`config.mk`:
```
export PLATFORM = sky130hd
export DESIGN_NAME = jtag_tap_ctrl
export DESIGN_NICKNAME = d
export VERILOG_FILES = /design/src/rtl/jtag_pkg.sv /design/src/rtl/jtag_tap_fsm.sv /design/src/rtl/jtag_tap_ctrl.sv
export SDC_FILE = /design/constraint.sdc
export NUM_CORES = 1
export LEC_CHECK = 0
export CORE_ASPECT_RATIO = 1.2
export CORE_MARGIN = 1
export CORE_UTILIZATION = 45
export CTS_CLUSTER_DIAMETER = 100
export DETAILED_ROUTE_END_ITERATION = 10
export PLACE_DENSITY = 0.67
export RECOVER_POWER = 100
export SYNTH_ARGS = -nofsm -noshare
export SYNTH_HDL_FRONTEND = slang
export SYNTH_SLANG_ARGS = --single-unit
```
`constraint.sdc`:
```
create_clock -name tck -period 1.4 [get_ports tck]
set_input_delay 0.28 -clock tck [delete_from_list [all_inputs] [get_ports tck]]
set_output_delay 0.28 -clock tck [all_outputs]
set_load 0.05 [all_outputs]
```
`src/rtl/jtag_pkg.sv`:
```
// Shared JTAG definitions: default TAP parameters and the 16-state TAP encoding.
package jtag_pkg;

  localparam int unsigned IR_WIDTH_DEF   = 4;
  localparam int unsigned IDCODE_WIDTH   = 32;
  localparam logic [3:0]  IDCODE_IR_DEF  = 4'h1;
  localparam logic [3:0]  BYPASS_IR_DEF  = 4'hF;
  localparam logic [31:0] IDCODE_VAL_DEF = 32'h1BEEF001;

  typedef enum logic [3:0] {
    TEST_LOGIC_RESET = 4'h0,
    RUN_TEST_IDLE    = 4'h1,
    SELECT_DR_SCAN   = 4'h2,
    CAPTURE_DR       = 4'h3,
    SHIFT_DR         = 4'h4,
    EXIT1_DR         = 4'h5,
    PAUSE_DR         = 4'h6,
    EXIT2_DR         = 4'h7,
    UPDATE_DR        = 4'h8,
    SELECT_IR_SCAN   = 4'h9,
    CAPTURE_IR       = 4'hA,
    SHIFT_IR         = 4'hB,
    EXIT1_IR         = 4'hC,
    PAUSE_IR         = 4'hD,
    EXIT2_IR         = 4'hE,
    UPDATE_IR        = 4'hF
  } tap_ctrl_fsm_t;

endpackage

```
`src/rtl/jtag_tap_fsm.sv`:
```
// IEEE 1149.1 TAP state machine: state register and TMS-driven next-state logic.
module jtag_tap_fsm
  import jtag_pkg::*;
(
  input  logic          tck,
  input  logic          trst,
  input  logic          tms,
  output tap_ctrl_fsm_t state_o
);

  tap_ctrl_fsm_t state_q, state_d;

  always_ff @(posedge tck or posedge trst) begin
    if (trst) state_q <= TEST_LOGIC_RESET;
    else      state_q <= state_d;
  end

  always_comb begin
    state_d = state_q;
    case (state_q)
      TEST_LOGIC_RESET: state_d = tms ? TEST_LOGIC_RESET : RUN_TEST_IDLE;
      RUN_TEST_IDLE:    state_d = tms ? SELECT_DR_SCAN   : RUN_TEST_IDLE;
      SELECT_DR_SCAN:   state_d = tms ? SELECT_IR_SCAN   : CAPTURE_DR;
      CAPTURE_DR:       state_d = tms ? EXIT1_DR         : SHIFT_DR;
      SHIFT_DR:         state_d = tms ? EXIT1_DR         : SHIFT_DR;
      EXIT1_DR:         state_d = tms ? UPDATE_DR        : PAUSE_DR;
      PAUSE_DR:         state_d = tms ? EXIT2_DR         : PAUSE_DR;
      EXIT2_DR:         state_d = tms ? UPDATE_DR        : SHIFT_DR;
      UPDATE_DR:        state_d = tms ? SELECT_DR_SCAN   : RUN_TEST_IDLE;
      SELECT_IR_SCAN:   state_d = tms ? TEST_LOGIC_RESET : CAPTURE_IR;
      CAPTURE_IR:       state_d = tms ? EXIT1_IR         : SHIFT_IR;
      SHIFT_IR:         state_d = tms ? EXIT1_IR         : SHIFT_IR;
      EXIT1_IR:         state_d = tms ? UPDATE_IR        : PAUSE_IR;
      PAUSE_IR:         state_d = tms ? EXIT2_IR         : PAUSE_IR;
      EXIT2_IR:         state_d = tms ? UPDATE_IR        : SHIFT_IR;
      UPDATE_IR:        state_d = tms ? SELECT_DR_SCAN   : RUN_TEST_IDLE;
    endcase
  end

  always_comb begin
    state_o = state_q;
  end

endmodule

```
`src/rtl/jtag_tap_ctrl.sv`:
```
// TAP controller: IR, BYPASS and IDCODE registers, user-DR strobes and the
// falling-edge TDO mux.
module jtag_tap_ctrl
  import jtag_pkg::*;
#(
  parameter int unsigned         IR_WIDTH   = IR_WIDTH_DEF,
  parameter logic [31:0]         IDCODE_VAL = IDCODE_VAL_DEF,
  parameter logic [IR_WIDTH-1:0] IDCODE_IR  = IR_WIDTH'(IDCODE_IR_DEF),
  parameter logic [IR_WIDTH-1:0] BYPASS_IR  = {IR_WIDTH{1'b1}}
) (
  input  logic                tck,
  input  logic                trst,
  input  logic                tms,
  input  logic                tdi,
  output logic                tdo,
  output logic                tdo_oe,
  output tap_ctrl_fsm_t       tap_state_o,
  output logic [IR_WIDTH-1:0] ir_o,
  output logic                dr_user_sel_o,
  output logic                dr_capture_o,
  output logic                dr_shift_o,
  output logic                dr_update_o,
  input  logic                user_tdo_i
);

  tap_ctrl_fsm_t state;

  logic [IR_WIDTH-1:0]     ir_q, ir_d, ir_sr_q, ir_sr_d;
  logic [IDCODE_WIDTH-1:0] idc_q, idc_d;
  logic                    byp_q, byp_d;
  logic                    tdo_q, tdo_d, oe_q, oe_d;
  logic                    sel_idcode, sel_bypass;

  jtag_tap_fsm u_fsm (
    .tck     (tck),
    .trst    (trst),
    .tms     (tms),
    .state_o (state)
  );

  assign sel_idcode = (ir_q == IDCODE_IR);
  assign sel_bypass = (ir_q == BYPASS_IR);

  // Capture/shift/update act on the rising edge that leaves the state.
  always_comb begin
    ir_d    = ir_q;
    ir_sr_d = ir_sr_q;
    idc_d   = idc_q;
    byp_d   = byp_q;
    case (state)
      TEST_LOGIC_RESET: ir_d    = IDCODE_IR;
      CAPTURE_IR:       ir_sr_d = IR_WIDTH'(2'b01);
      SHIFT_IR:         ir_sr_d = {tdi, ir_sr_q[IR_WIDTH-1:1]};
      UPDATE_IR:        ir_d    = ir_sr_q;
      CAPTURE_DR: begin
        if (sel_idcode) idc_d = IDCODE_VAL;
        if (sel_bypass) byp_d = 1'b0;
      end
      SHIFT_DR: begin
        if (sel_idcode) idc_d = {tdi, idc_q[IDCODE_WIDTH-1:1]};
        if (sel_bypass) byp_d = tdi;
      end
      default: ;
    endcase
  end

  always_ff @(posedge tck or posedge trst) begin
    if (trst) begin
      ir_q    <= IDCODE_IR;
      ir_sr_q <= '0;
      idc_q   <= IDCODE_VAL;
      byp_q   <= 1'b0;
    end else begin
      ir_q    <= ir_d;
      ir_sr_q <= ir_sr_d;
      idc_q   <= idc_d;
      byp_q   <= byp_d;
    end
  end

  // TDO holds its last value outside the shift states.
  always_comb begin
    tdo_d = tdo_q;
    oe_d  = 1'b0;
    case (state)
      SHIFT_IR: begin
        tdo_d = ir_sr_q[0];
        oe_d  = 1'b1;
      end
      SHIFT_DR: begin
        oe_d = 1'b1;
        if (sel_idcode)      tdo_d = idc_q[0];
        else if (sel_bypass) tdo_d = byp_q;
        else                 tdo_d = user_tdo_i;
      end
      default: ;
    endcase
  end

  always_ff @(negedge tck or posedge trst) begin
    if (trst) begin
      tdo_q <= 1'b0;
      oe_q  <= 1'b0;
    end else begin
      tdo_q <= tdo_d;
      oe_q  <= oe_d;
    end
  end

  assign tdo           = tdo_q;
  assign tdo_oe        = oe_q;
  assign tap_state_o   = state;
  assign ir_o          = ir_q;
  assign dr_user_sel_o = !sel_idcode && !sel_bypass;
  assign dr_capture_o  = (state == CAPTURE_DR) && dr_user_sel_o;
  assign dr_shift_o    = (state == SHIFT_DR)   && dr_user_sel_o;
  assign dr_update_o   = (state == UPDATE_DR)  && dr_user_sel_o;

endmodule
```
After elaboration in Yosys (flattened, before gate mapping)
Index checks and enable logic that the tools add are counted.
{"block": "totals", "register_bits": 47, "output_inout_bits": 14, "elab_cells": 70}
{"block": "classes", "n_eq_ne": 21, "mux": 25, "n_reduce_logical": 17}
{"op": "$mux W32", "count": 2}
{"op": "$pmux W32 S2", "count": 1}
{"op": "$pmux W4 S12", "count": 1}
{"op": "$eq A4 B4 Y1 const B", "count": 9}
{"op": "$eq A4 B3 Y1 const B", "count": 4}
{"op": "$mux W4", "count": 4}
{"op": "$pmux W4 S2", "count": 2}
{"op": "$eq A4 B1 Y1 const B", "count": 2}
{"op": "$eq A4 B2 Y1 const B", "count": 2}
{"op": "$mux W1", "count": 8}
{"op": "$ne A2 B2 Y1 const B", "count": 4}
{"op": "$reduce_bool A2 Y1", "count": 4}
{"op": "$mux W2", "count": 3}
{"op": "$mux W3", "count": 2}
{"op": "$reduce_and A3 Y1", "count": 2}
{"op": "$reduce_or A2 Y1", "count": 3}
{"op": "$logic_and A1 B1 Y1", "count": 4}
{"op": "$logic_not A4 Y1", "count": 1}
{"op": "$pmux W1 S2", "count": 2}
{"op": "$reduce_or A3 Y1", "count": 1}
{"op": "$logic_not A1 Y1", "count": 2}

Depth between registers and ports, before layout
Gate-level depths: netlist of run 1.
{"block": "logic_depth", "depth_word": 4, "ltp_mapped": 7}

By module
A second synthesis of run 1 with hierarchy kept.
{"block": "hier_totals", "hier_cells": 184, "hier_area_um2": 2102.0}
{"module": "jtag_tap_ctrl", "instances": 1, "cells_each": 146, "area_each_um2": 1789.2}
{"module": "jtag_tap_fsm", "instances": 1, "cells_each": 38, "area_each_um2": 312.8}

==> results.py, run 1 <==
metrics = {
    "run_status": {
        "status": "finished, violations left",
        "violations": "negative setup slack",
    },
    "layout": {
        "seqCellArea_sq_mm": 0.00120,
        "multi_input_area_sq_um": 946,
        "fillCellCount": 302,
        "instances_no_fill": 311,
        "syn_to_final_growth_pct": 50.2,
        "diodes": 0,
        "stdcell_area_sq_mm": 0.00316,
        "nNetsFinal": 259,
        "drive_gt1_share_pct": 51.0,
    },
    "floorplanning": {
        "die_x_um": 64.5,
        "placementRows": 26,
        "core_area_sq_mm": 0.00436,
        "start_util_pct": 48.3,
        "die_y_um": 77.0,
        "die-area_sq_mm": 0.00496,
        "io_pins": 19,
    },
    "yosys": {
        "synthDistinctLibCells": 44,
        "yosysMostFrequentCell": "dfrtp_1",
        "synth.top_cell.area_share_pct": 34.4,
        "syn_inst": 187,
        "ys_top_cells_by_count": "29 x dfrtp_1, 17 x a22o_1, 16 x dfstp_2, 16 x nand2_1",
        "synthArstFlopShare_pct": 100,
        "synth_area_sq_mm": 0.00211,
        "synth-warning-count": 0,
        "synth.net_count": 192,
        "synth-seq-cells": 47,
        "avgSynthCellArea_sq_um": 11.3,
        "synth_top_area_cell": "dfrtp_1",
        "synthFlopType": "dfrtp_1",
        "synthTopCellsByArea": "dfrtp_1 34%, dfstp_2 20%, a22o_1 7.1%",
        "synth_edf_count": 0,
        "ys_seq_area_share_pct": 56.8,
    },
    "power_and_ir_drop": {
        "p_sw_mw": 2.81,
        "peakVddDrop_v": 0.00127,
        "swShare_pct": 37.4,
        "seqPwrFrac_pct": 32.0,
        "intPower_mw": 4.70,
        "pwr-share-clk_pct": 13.3,
        "power_leakage_nw": 1.37,
        "combPwrFrac_pct": 54.7,
        "powerDensity_mw_per_mm2": 2370,
    },
    "clocking": {
        "ctsHoldBuffers": 0,
        "clk_pin_slew_ns": 0.09,
        "cts_buffers": 5,
        "clkSinkCount": 47,
        "cts_buffer_depth": 2,
        "cts_root_buffer": "clkbuf_8",
        "clk_latency_ns": 0.30,
        "cts_tree": "built",
        "htreeDepth": 2,
    },
    "place": {
        "place_congestion": 0.868,
        "dp.cells": 287,
        "io_buffers": 18,
        "placed_cell_area_sq_mm": 0.00278,
        "pre_cts_ws_ns": -0.632,
        "post-dp-hpwl_mm": 3.37,
    },
    "timing": {
        "slew_headroom_pct": 65.4,
        "finalMaxSlewViolations": 0,
        "fin_worst_skew_ns": 0.00542,
        "fin_ws_ns": -0.620,
        "setup_viol": 53,
        "post-route-min-period_ns": 2.02,
        "rsz0062_at_grt": "yes",
        "worstMarginPinSlew_ns": 0.520,
        "period_share_pct": 144,
        "timing_hold_violations_final": 0,
        "fmax_mhz": 495,
    },
    "detailed_routing": {
        "via_per_inst": 5.65,
        "wire_per_inst_um": 16.7,
        "drt_wl_total_mm": 5.19,
        "drt-initial-drc-count": 111,
        "num_vias": 1757,
        "drtAntennaViolNets": 0,
        "drt_pass1_iterations": 4,
        "drc_errors": 0,
    },
    "min_path": {
        "hp-start": "idc_q[8]$_DFFE_PP0P_",
        "whs_path_depth": 1,
        "hp-class": "reg2reg",
        "min_to": "idc_q[8]$_DFFE_PP0P_",
    },
    "global_route": {
        "grt_use_total_pct": 22.8,
        "grt_pass1_wl_mm": 8.69,
        "grt_max_degree": 41,
        "antenna_found_initial": 0,
        "grt-ovfl-total": 0,
        "grt_pass1_vias": 1793,
    },
    "critical_path": {
        "worst-path-max-fanout": 3,
        "r2r_slack_ns": -0.60,
        "r2r_end": "tdo$_DFFE_NP0P_",
        "rr_startpoint": "ir_o[3]$_DFFE_PP0P_",
        "cp.arrival_ns": 1.74,
        "cp.required_ns": 1.12,
        "worst-setup-path-type": "reg2out",
        "critPathLaunchType": "flop",
        "setup.worst_path.end_class": "output port",
        "r2r_cells": 5,
    },
    "job": {
        "cap_violations": 0,
    },
}
-- area by class of cell --
cell class                      count  area share, %
Sequential cell                    47           38.1
Multi-Input combinational cell    122           29.9
Timing Repair Buffer               74           25.7
Tap cell                           56           2.21
Clock buffer                        5           2.17
Clock inverter                      3           1.46
Inverter                            4          0.514
-- state kept, by name, summed over array words and instances, names as in the netlist --
signal         count
ir_o               4
ir_sr_q            4
u_fsm.state_o      4
tdo_oe             1
tdo                1
byp_q              1
idc_q             32
-- cell families (layout without fill, tap and decap cells) --
logic type	after synthesis	count (layout)	synth area share, %
xor+xnor	1	1	0.416
flops	47	47	56.8
compound gates	66	66	24.2
mux	1	1	0.475
simple gates	54	54	13.5
buf+inv	18	86	4.63
-- placed cells by master (no fill, tap or decap), types with 7 or more instances in the layout --
cell type / Yosys / final
buf_4: 1 / 36
dfstp_2: 16 / 15
o22a_2: 10 / 10
dfrtp_1: 29 / 25
nor2_1: 9 / 7
nand2_1: 16 / 14
buf_12: 0 / 14
a22o_1: 17 / 17
a21oi_1: 10 / 9
buf_6: 1 / 16
-- power groups by stage --
stage / registers [mW] / logic, mW / clock network [mW]
global placement: 2.39 / 3.37 / 0
detailed placement: 2.42 / 3.49 / 0
finish: 2.41 / 4.11 / 0.995
CTS: 2.40 / 3.89 / 1.01
floorplan: 2.58 / 2.03 / 0
global route: 2.47 / 4.38 / 1.08
-- worst max path at each step --
stage                              from         endpoint  slack [ns]
floorplan           ir_o[3]$_DFFE_PP0P_  tdo$_DFFE_NP0P_       -0.61
global placement             user_tdo_i  tdo$_DFFE_NP0P_       -0.54
detailed placement           user_tdo_i  tdo$_DFFE_NP0P_       -0.63
CTS                 ir_o[1]$_DFFE_PP0P_      dr_update_o       -0.61
global route        ir_o[3]$_DFFE_PP0P_      dr_update_o       -0.66
finish              ir_o[3]$_DFFE_PP0P_      dr_update_o       -0.62
-- routing by layer --
layer	vias to the layer above	global-route usage, %	routed length, um
met3	14	5.06	158
met5	-	0	0
met1	875	27.7	2170
met2	38	38.8	2750
li1	830	-	-
met4	0	8.44	120
-- repair_timing --
item	4_1_cts	5_1_grt
gates resized for setup	26	11
pin swaps	4	4
endpoints found under the setup margin	49	57
setup buffers	10	8
-- worst max-delay path: stages (launching register included) --
cell	delay, ns
dfrtp_2	0.42
buf_6	0.12
or3_4	0.38
a21boi_4	0.19
buf_12	0.14
nor4_4	0.04
buf_6	0.15
-- through the flow --
step	setup TNS [ns]	power, mW	util, %	hold WS [ns]
floorplan	-12.54	4.61	-	0.297
global placement	-10.22	5.76	63.8	0.484
detailed placement	-11.22	5.91	63.8	0.481
CTS	-13.16	7.30	71.0	0.367
global route	-18.91	7.93	72.6	0.518
finish	-15.67	7.51	72.6	0.510
(Power assumes the default switching activity.)
==> run 2: changes to the inputs <==
--- a/config.mk
+++ b/config.mk
@@ -12,6 +12,7 @@
 export DETAILED_ROUTE_END_ITERATION = 10
 export PLACE_DENSITY = 0.67
 export RECOVER_POWER = 100
+export SLEW_MARGIN = 0
 export SYNTH_ARGS = -nofsm -noshare
 export SYNTH_HDL_FRONTEND = slang
 export SYNTH_SLANG_ARGS = --single-unit
==> results of run 2 <==
The final DEF is identical to that of run 1; final timing and power are the same.
